**src/rtl/mux_io_ic_pkg.sv**
```systemverilog
// mux_io_ic_pkg: shared helpers and constants for the IO interconnect mux.
// Defining MUX_IO_IC_PARITY_EN appends an even-parity bit to the config chain.
package mux_io_ic_pkg;
`ifdef MUX_IO_IC_PARITY_EN
    localparam int PARITY_W = 1;
`else
    localparam int PARITY_W = 0;
`endif
    localparam logic RST_VAL = 1'b0;
    function automatic int clog2(input int n);
        int r = 0;
        while ((1 << r) < n) r++;
        return r;
    endfunction
    function automatic int chain_w(input int sel_w);
        return sel_w + PARITY_W;
    endfunction
endpackage

```
**src/rtl/mux_io_ic_level.sv**
```systemverilog
// mux_io_ic_level: one level of the mux tree; halves its input vector by one
// selector bit and optionally registers data, remaining selector bits and valid.
module mux_io_ic_level
    import mux_io_ic_pkg::*;
#(
    parameter int IN_W       = 2,
    parameter int SEL_W      = 1,
    parameter bit REGISTERED = 1'b1
) (
    input  logic              clk,
    input  logic              rst_n,
    input  logic [IN_W-1:0]   data_i,
    input  logic [SEL_W-1:0]  sel_i,
    input  logic              valid_i,
    output logic [IN_W/2-1:0] data_o,
    output logic [SEL_W-1:0]  sel_o,
    output logic              valid_o
);
    localparam int H = IN_W / 2;
    localparam int B = clog2(IN_W) - 1;
    localparam logic [SEL_W-1:0] KEEP = SEL_W'((1 << B) - 1);
    logic [H-1:0]     data_d;
    logic [SEL_W-1:0] sel_d;
    assign data_d = sel_i[B] ? data_i[IN_W-1:H] : data_i[H-1:0];
    // Consumed bits are cleared so only the bits later levels still need travel on.
    assign sel_d = sel_i & KEEP;
    if (REGISTERED) begin : g_reg
        logic [H-1:0]     data_q;
        logic [SEL_W-1:0] sel_q;
        logic             valid_q;
        always_ff @(posedge clk or negedge rst_n) begin
            if (!rst_n) begin
                data_q  <= {H{RST_VAL}};
                sel_q   <= {SEL_W{RST_VAL}};
                valid_q <= RST_VAL;
            end else begin
                data_q  <= data_d;
                sel_q   <= sel_d;
                valid_q <= valid_i;
            end
        end
        assign data_o  = data_q;
        assign sel_o   = sel_q;
        assign valid_o = valid_q;
    end else begin : g_comb
        assign data_o  = data_d;
        assign sel_o   = sel_d;
        assign valid_o = valid_i;
    end
endmodule

```
**src/rtl/multiplexer_io_ic_pipe.sv**
```systemverilog
// multiplexer_io_ic_pipe: N:1 IO interconnect mux with a serially loaded,
// atomically committed selector; MUX_IO_IC_PARITY_EN enables chain parity.
module multiplexer_io_ic_pipe
    import mux_io_ic_pkg::*;
#(
    parameter int N_INPUTS  = 16,
    parameter int PIPELINED = 1
) (
    input  logic                clk,
    input  logic                rst_n,
    input  logic [N_INPUTS-1:0] data_in,
    input  logic                data_valid_in,
    output logic                data_out,
    output logic                data_valid_out,
    input  logic                config_en,
    input  logic                config_in,
    output logic                config_out,
    input  logic                config_latch,
    output logic                config_err
);
    localparam int SEL_W = clog2(N_INPUTS);
    localparam int CW    = chain_w(SEL_W);
    logic [CW-1:0]         shadow_q;
    logic [SEL_W-1:0]      sel_q;
    logic [2*N_INPUTS-2:0] tree;
    logic [SEL_W-1:0]      sel_s [0:SEL_W];
    logic [SEL_W:0]        vld;
`ifdef MUX_IO_IC_PARITY_EN
    logic err_q;
    always_ff @(posedge clk or negedge rst_n) begin
        if (!rst_n) begin
            shadow_q <= {CW{RST_VAL}};
            sel_q    <= {SEL_W{RST_VAL}};
            err_q    <= RST_VAL;
        end else if (config_en) begin
            shadow_q <= CW'({shadow_q, config_in});
        end else if (config_latch) begin
            // A word with odd parity is rejected and the old routing stays live.
            if (^shadow_q) begin
                err_q <= 1'b1;
            end else begin
                sel_q <= shadow_q[CW-1:1];
                err_q <= 1'b0;
            end
        end
    end
    assign config_err = err_q;
`else
    always_ff @(posedge clk or negedge rst_n) begin
        if (!rst_n) begin
            shadow_q <= {CW{RST_VAL}};
            sel_q    <= {SEL_W{RST_VAL}};
        end else if (config_en) begin
            shadow_q <= CW'({shadow_q, config_in});
        end else if (config_latch) begin
            sel_q <= shadow_q;
        end
    end
    assign config_err = 1'b0;
`endif
    assign config_out = shadow_q[CW-1];
    // Tree levels are packed back to back: level k's input starts at 2N - 2*(N>>k).
    assign tree[N_INPUTS-1:0] = data_in;
    assign sel_s[0] = sel_q;
    assign vld[0]   = data_valid_in;
    for (genvar k = 0; k < SEL_W; k++) begin : g_lvl
        localparam int W  = N_INPUTS >> k;
        localparam int OI = 2 * N_INPUTS - 2 * W;
        localparam int OO = OI + W;
        mux_io_ic_level #(
            .IN_W      (W),
            .SEL_W     (SEL_W),
            .REGISTERED(PIPELINED != 0)
        ) u_lvl (
            .clk    (clk),
            .rst_n  (rst_n),
            .data_i (tree[OI +: W]),
            .sel_i  (sel_s[k]),
            .valid_i(vld[k]),
            .data_o (tree[OO +: W/2]),
            .sel_o  (sel_s[k+1]),
            .valid_o(vld[k+1])
        );
    end
    assign data_out       = tree[2*N_INPUTS-2];
    assign data_valid_out = vld[SEL_W];
endmodule

```
**config.mk**
```make
export PLATFORM = sky130hd
export DESIGN_NAME = multiplexer_io_ic_pipe
export DESIGN_NICKNAME = d
export VERILOG_FILES = /design/src/rtl/mux_io_ic_pkg.sv /design/src/rtl/mux_io_ic_level.sv /design/src/rtl/multiplexer_io_ic_pipe.sv
export SDC_FILE = /design/constraint.sdc
export NUM_CORES = 1
export LEC_CHECK = 0
export BUFFER_PORTS_ARGS = -buffer_cell sky130_fd_sc_hd__buf_2
export CAP_MARGIN = 10
export CORE_ASPECT_RATIO = 1.25
export CORE_MARGIN = 4
export CORE_UTILIZATION = 51
export DETAILED_ROUTE_END_ITERATION = 6
export GPL_ROUTABILITY_DRIVEN = 0
export PLACE_DENSITY = 0.76
export REMOVE_ABC_BUFFERS = 1
export SYNTH_ARGS = -nofsm -noshare
export SYNTH_HDL_FRONTEND = slang
export SYNTH_SLANG_ARGS = --single-unit
```
**constraint.sdc**
```tcl
create_clock -name clk -period 1.1 [get_ports clk]
set_input_delay 0.22 -clock clk [delete_from_list [all_inputs] [get_ports clk]]
set_output_delay 0.22 -clock clk [all_outputs]
set_load 0.01 [all_outputs]
```
# == After elaboration in Yosys (flattened, before gate mapping) ==
# Index checks and enable logic that the tools add are counted.
# totals
reg_bits,33
input_bits,22
output_inout_bits,4
# op_classes
mux,4
bitwise_logic,1
n_reduce_logical,1
# op_table
op,count
two-way mux 8 bit,1
two-way mux 4 bit,1
two-way mux 2 bit,1
AND reduction 2 bit,1
two-way mux 1 bit,1
NOT 1 bit,1

# == Logic depth before layout (Yosys ltp) ==
# logic_depth
word_depth,2
depth_mapped,2
depth_no_buf,2

# == By module ==
# Synthesis repeated with hierarchy kept, for this count alone.
# unflattened
cells_unflattened,74
area_unflattened_um2,1260.0
# by_module_without_submodules
module,n_inst,cells_each,area_per_inst_um2,seq_area_each_um2
mux_io_ic_level (g_lvl[0].u_lvl),1,23,442.9,300.3
multiplexer_io_ic_pipe,1,19,330.3,200.2
mux_io_ic_level (g_lvl[1].u_lvl),1,14,239.0,175.2
mux_io_ic_level (g_lvl[2].u_lvl),1,10,148.9,100.1
mux_io_ic_level (g_lvl[3].u_lvl),1,8,98.8,50.0

# == Least setup slack after synthesis ==
# OpenSTA, ideal clock, no wires.
# synth_path
path_type,reg2reg
from,register sel_q[3]
to,register g_lvl[0].u_lvl.g_reg.data_q[0]
setup_time_ps,125
arrival_time_ps,810
setup_slack_ps,165
path_stages_with_launch,3
synth_period_minus_slack_ps,935
cell_sequence,dfrtp_1 > buf_2 > mux2_2
# synth_via
elab_chain_cells,1
# synth_lines
item,line,source
"start, declared",multiplexer_io_ic_pipe.sv:24,logic [SEL_W-1:0] sel_q;
"start signal, assigned",multiplexer_io_ic_pipe.sv:52,sel_q <= {SEL_W{RST_VAL}};
"start signal, assigned",multiplexer_io_ic_pipe.sv:56,sel_q <= shadow_q;
two-way mux 8 bit,mux_io_ic_level.sv:24,assign data_d = sel_i[B] ? data_i[IN_W-1:H] : data_i[H-1:0];
named net g_lvl[0].u_lvl.data_d[0],mux_io_ic_level.sv:22,logic [H-1:0] data_d;
"end signal, assigned",mux_io_ic_level.sv:33,data_q <= {H{RST_VAL}};
"end signal, assigned",mux_io_ic_level.sv:37,data_q <= data_d;
"end, declared",mux_io_ic_level.sv:28,logic [H-1:0] data_q;
# The timed path passes the listed nets, and every way through them passes these cells.
# A chain may end at the register's enable or synchronous reset.

# == Worst setup path after layout ==
# layout_path
from,register shadow_q[3]
to,output port config_out
# layout_rtl
item,line,source
"start, declared",multiplexer_io_ic_pipe.sv:23,logic [CW-1:0] shadow_q;
"start signal, assigned",multiplexer_io_ic_pipe.sv:51,shadow_q <= {CW{RST_VAL}};
"start signal, assigned",multiplexer_io_ic_pipe.sv:54,"shadow_q <= CW'({shadow_q, config_in});"
"end, declared",multiplexer_io_ic_pipe.sv:17,"output logic config_out,"
# No word-level cell between the ends.

==> qor.txt <==
=================================================================================================
Worst-case clock skew                                                                  0.00647 ns
Number of placement rows                                                                       18
Detailed Route Iter0 Violations                                                                 4
Maximum clock path buffer count                                                                 2
Total setup violations reported at the end of the flow                                          0
Largest stage delay on the critical path                                                  0.39 ns
Switching share of power                                                                    0.228
Inserted Diodes                                                                                 0
Required time reported for the critical path endpoint                                     0.88 ns
Combinational cell fraction of total power                                                  0.162
Clock root buffer                                                                    sky130_fd_sc_hd__clkbuf_4
TritonCTS clock tree                                                                          yes
CP top delay family                                                                    flip-flops
Type of the tightest min-delay check                                                 input port to flip-flop
Critical Path Start Type                                                                flip-flop
Maximum capacitance violations                                                                  0
Biggest area consumer among synthesized cells                                        sky130_fd_sc_hd__dfrtp_1
Drt via density                                                                              4.69
Fraction of layout instances using a drive strength above 1                                 0.613
Final slew viol count                                                                           0
Sum of internal, switching and leakage power                                              2740 µW
Number of clock buffers inserted by TritonCTS                                                   5
Total Routed Length                                                                       1710 µm
Share of synthesized area occupied by flip-flops and latches                                0.731
Die outline width                                                                         50.1 µm
Worst slack after detailed placement                                                    0.0375 ns
Area of the core                                                                         2050 µm²
Number of DRC violations after detailed routing                                                 0
Hold violation total from the final report                                                      0
Pin count of the biggest net entering global routing                                           34
Final setup slack of the worst path                                                     0.0347 ns
Post-DP HPWL                                                                              1240 µm
Synth top area cells                                                                 sky130_fd_sc_hd__dfrtp_1 (73%), sky130_fd_sc_hd__mux2_2 (19%), sky130_fd_sc_hd__mux2_4 (5.3%), sky130_fd_sc_hd__nand2b_4 (1.2%), sky130_fd_sc_hd__buf_4 (0.66%)
Number of buffers inserted by port buffering                                                   24
Register bit count reported by yosys                                                           33
Peak Freq                                                                                 939 MHz
Total gr overflow                                                                               0
Wire length of the first global-routing pass                                              2780 µm
I/O pins                                                                                       26
Final core utilization                                                                      0.667
Growth of design area from synthesis to finish                                              20.9%
Die Footprint                                                                            3040 µm²
Clock Latency Late Sink                                                                   0.32 ns
Number of antenna-violating nets in the routed design                                           0
Antenna violations before repair                                                                0
Critical path data arrival time                                                           0.85 ns
Biggest fanout along the worst timing path                                                      2
Sequential cell fraction of total power                                                     0.600
Number of detailed-routing iterations run before antenna repair                                 2
Number of distinct library cell variants in the gate-level netlist after synthesis              7
Net load switching power                                                                   624 µW
Kind of end point of the critical path                                               primary output
Synth Cell Area                                                                          1130 µm²
Clock-pin slew of the registers on the worst-case setup and hold paths                    0.09 ns
Number of levels in the clock H-tree                                                            2
LEAKAGE                                                                               0.000651 µW
DIE HEIGHT                                                                                60.6 µm
Clk network pwr share                                                                       0.237
Starting density of the core                                                                0.551
Sinks on Clock Net                                                                             33
Post-synthesis area per instance                                                         18.8 µm²
Power per cell area                                                                   2010 nW/µm²
Layout net count                                                                              115
Max stage delay cell, worst path                                                     sky130_fd_sc_hd__dfrtp_1
Worst Path Class, Setup                                                              flip-flop to primary output
Unrepaired setup endpoints after global routing                                               yes
Worst Path Buf+Inv                                                                              1
Ys Warns                                                                                        0
Share of the synthesized area in the top cell type                                          0.731
Mapped Cells                                                                                   60
Worst VDD drop                                                                            1.35 mV
Count of vias placed by the detailed router                                                   577
Status                                                                               finished, final reports clean
Vias in the first global route                                                                613
Average detailed-routed wire length per instance                                          13.9 µm
Total Routing Usage GR                                                                      0.139
Series of cell instances along the critical path                                            buf_2
Period utilisation layout                                                                   0.968
Final critical delay including setup and external delays                                  1.07 ns
Cell Int Power                                                                            2120 µW
Sum Neg Setup Slack                                                                          0 ns
=================================================================================================
## final timing paths
path / from / endpoint / slack [ns] / cells past startpoint
worst min-delay path: config_in / shadow_q[0]$_DFFE_PN0P_ / 0.13 / 2
max in group asynchronous: rst_n / sel_q[3]$_DFFE_PN0P_ / 0.35 / 3
worst min register to register: g_lvl[0].u_lvl.sel_o[1]$_DFF_PN0_ / g_lvl[1].u_lvl.sel_o[1]$_DFF_PN0_ / 0.36 / 0
worst max register to register: sel_q[3]$_DFFE_PN0P_ / g_lvl[0].u_lvl.data_o[7]$_DFF_PN0_ / 0.13 / 1
min in group asynchronous: rst_n / g_lvl[3].u_lvl.valid_o$_DFF_PN0_ / 0.45 / 3
worst max-delay path: shadow_q[3]$_DFFE_PN0P_ / config_out / 0.03 / 1
## per-stage QoR
| stage | instance area, µm² | hold WS (ns) | std cells |
|---|---|---|---|
| final | 1370 | 0.126 | 123 |
| after detailed placement | 1280 | 0.258 | 113 |
| after CTS | 1370 | 0.109 | 123 |
| after global routing | 1370 | 0.106 | 123 |
| after global placement | 1280 | 0.253 | 113 |
| after floorplan | 1120 | -0.0756 | 58 |
## power groups by stage
stage | Clock (µW) | Sequential (µW) | Combinational [µW]
floorplan | 0 | 1640 | 291
global placement | 0 | 1660 | 413
detailed placement | 0 | 1680 | 429
CTS | 686 | 1650 | 454
global route | 756 | 1680 | 483
finish | 650 | 1650 | 445
## state kept, by name, indices dropped and copies added (netlist names)
| signal | cells |
|---|---|
| g_lvl.u_lvl.valid_o | 4 |
| g_lvl.u_lvl.data_o | 15 |
| sel_q | 4 |
| g_lvl.u_lvl.sel_o | 6 |
| shadow_q | 4 |
## layer usage
layer  up-vias  routed length (µm)  global-route usage
li1        266                   -                   -
met1       294                 597               0.137
met2        15                1000               0.239
met3         2                  97              0.0737
met4         0                  10              0.0711
met5         -                   0                   0
## placed cells by master, fill, tap and decap left out, drive strengths merged
cell type,count
mux2,23
nand2b,1
clkbuf,7
dlygate4sd3,2
buf,26
conb,1
dfrtp,33
## synthesized netlist by cell type
master,number
sky130_fd_sc_hd__conb_1,1
sky130_fd_sc_hd__buf_2,1
sky130_fd_sc_hd__nand2b_4,1
sky130_fd_sc_hd__mux2_2,19
sky130_fd_sc_hd__buf_4,1
sky130_fd_sc_hd__dfrtp_1,33
sky130_fd_sc_hd__mux2_4,4
## final cells by class
class,instances,area (µm²)
Clock buffer,7,55.1
Fill cell,160,683
Timing Repair Buffer,28,155
Tap cell,30,37.5
Sequential cell,33,827
Multi-Input combinational cell,25,292
## kinds of logic (layout without fill, tap and decap cells)
logic type / count (synthesis) / in the layout / synth area share
buf+inv: 2 / 35 / 0.0111
mux: 23 / 23 / 0.243
other cells: 1 / 1 / 0.00332
flops: 33 / 33 / 0.731
simple gates: 1 / 1 / 0.0122
## timing repair
action	in CTS	in global routing
endpoints found under the hold margin	34	0
hold buffers	2	0
setup endpoints to repair	1	2
buffers inserted	1	0
resized for setup	0	1
Power figures use the tool's default switching activity.
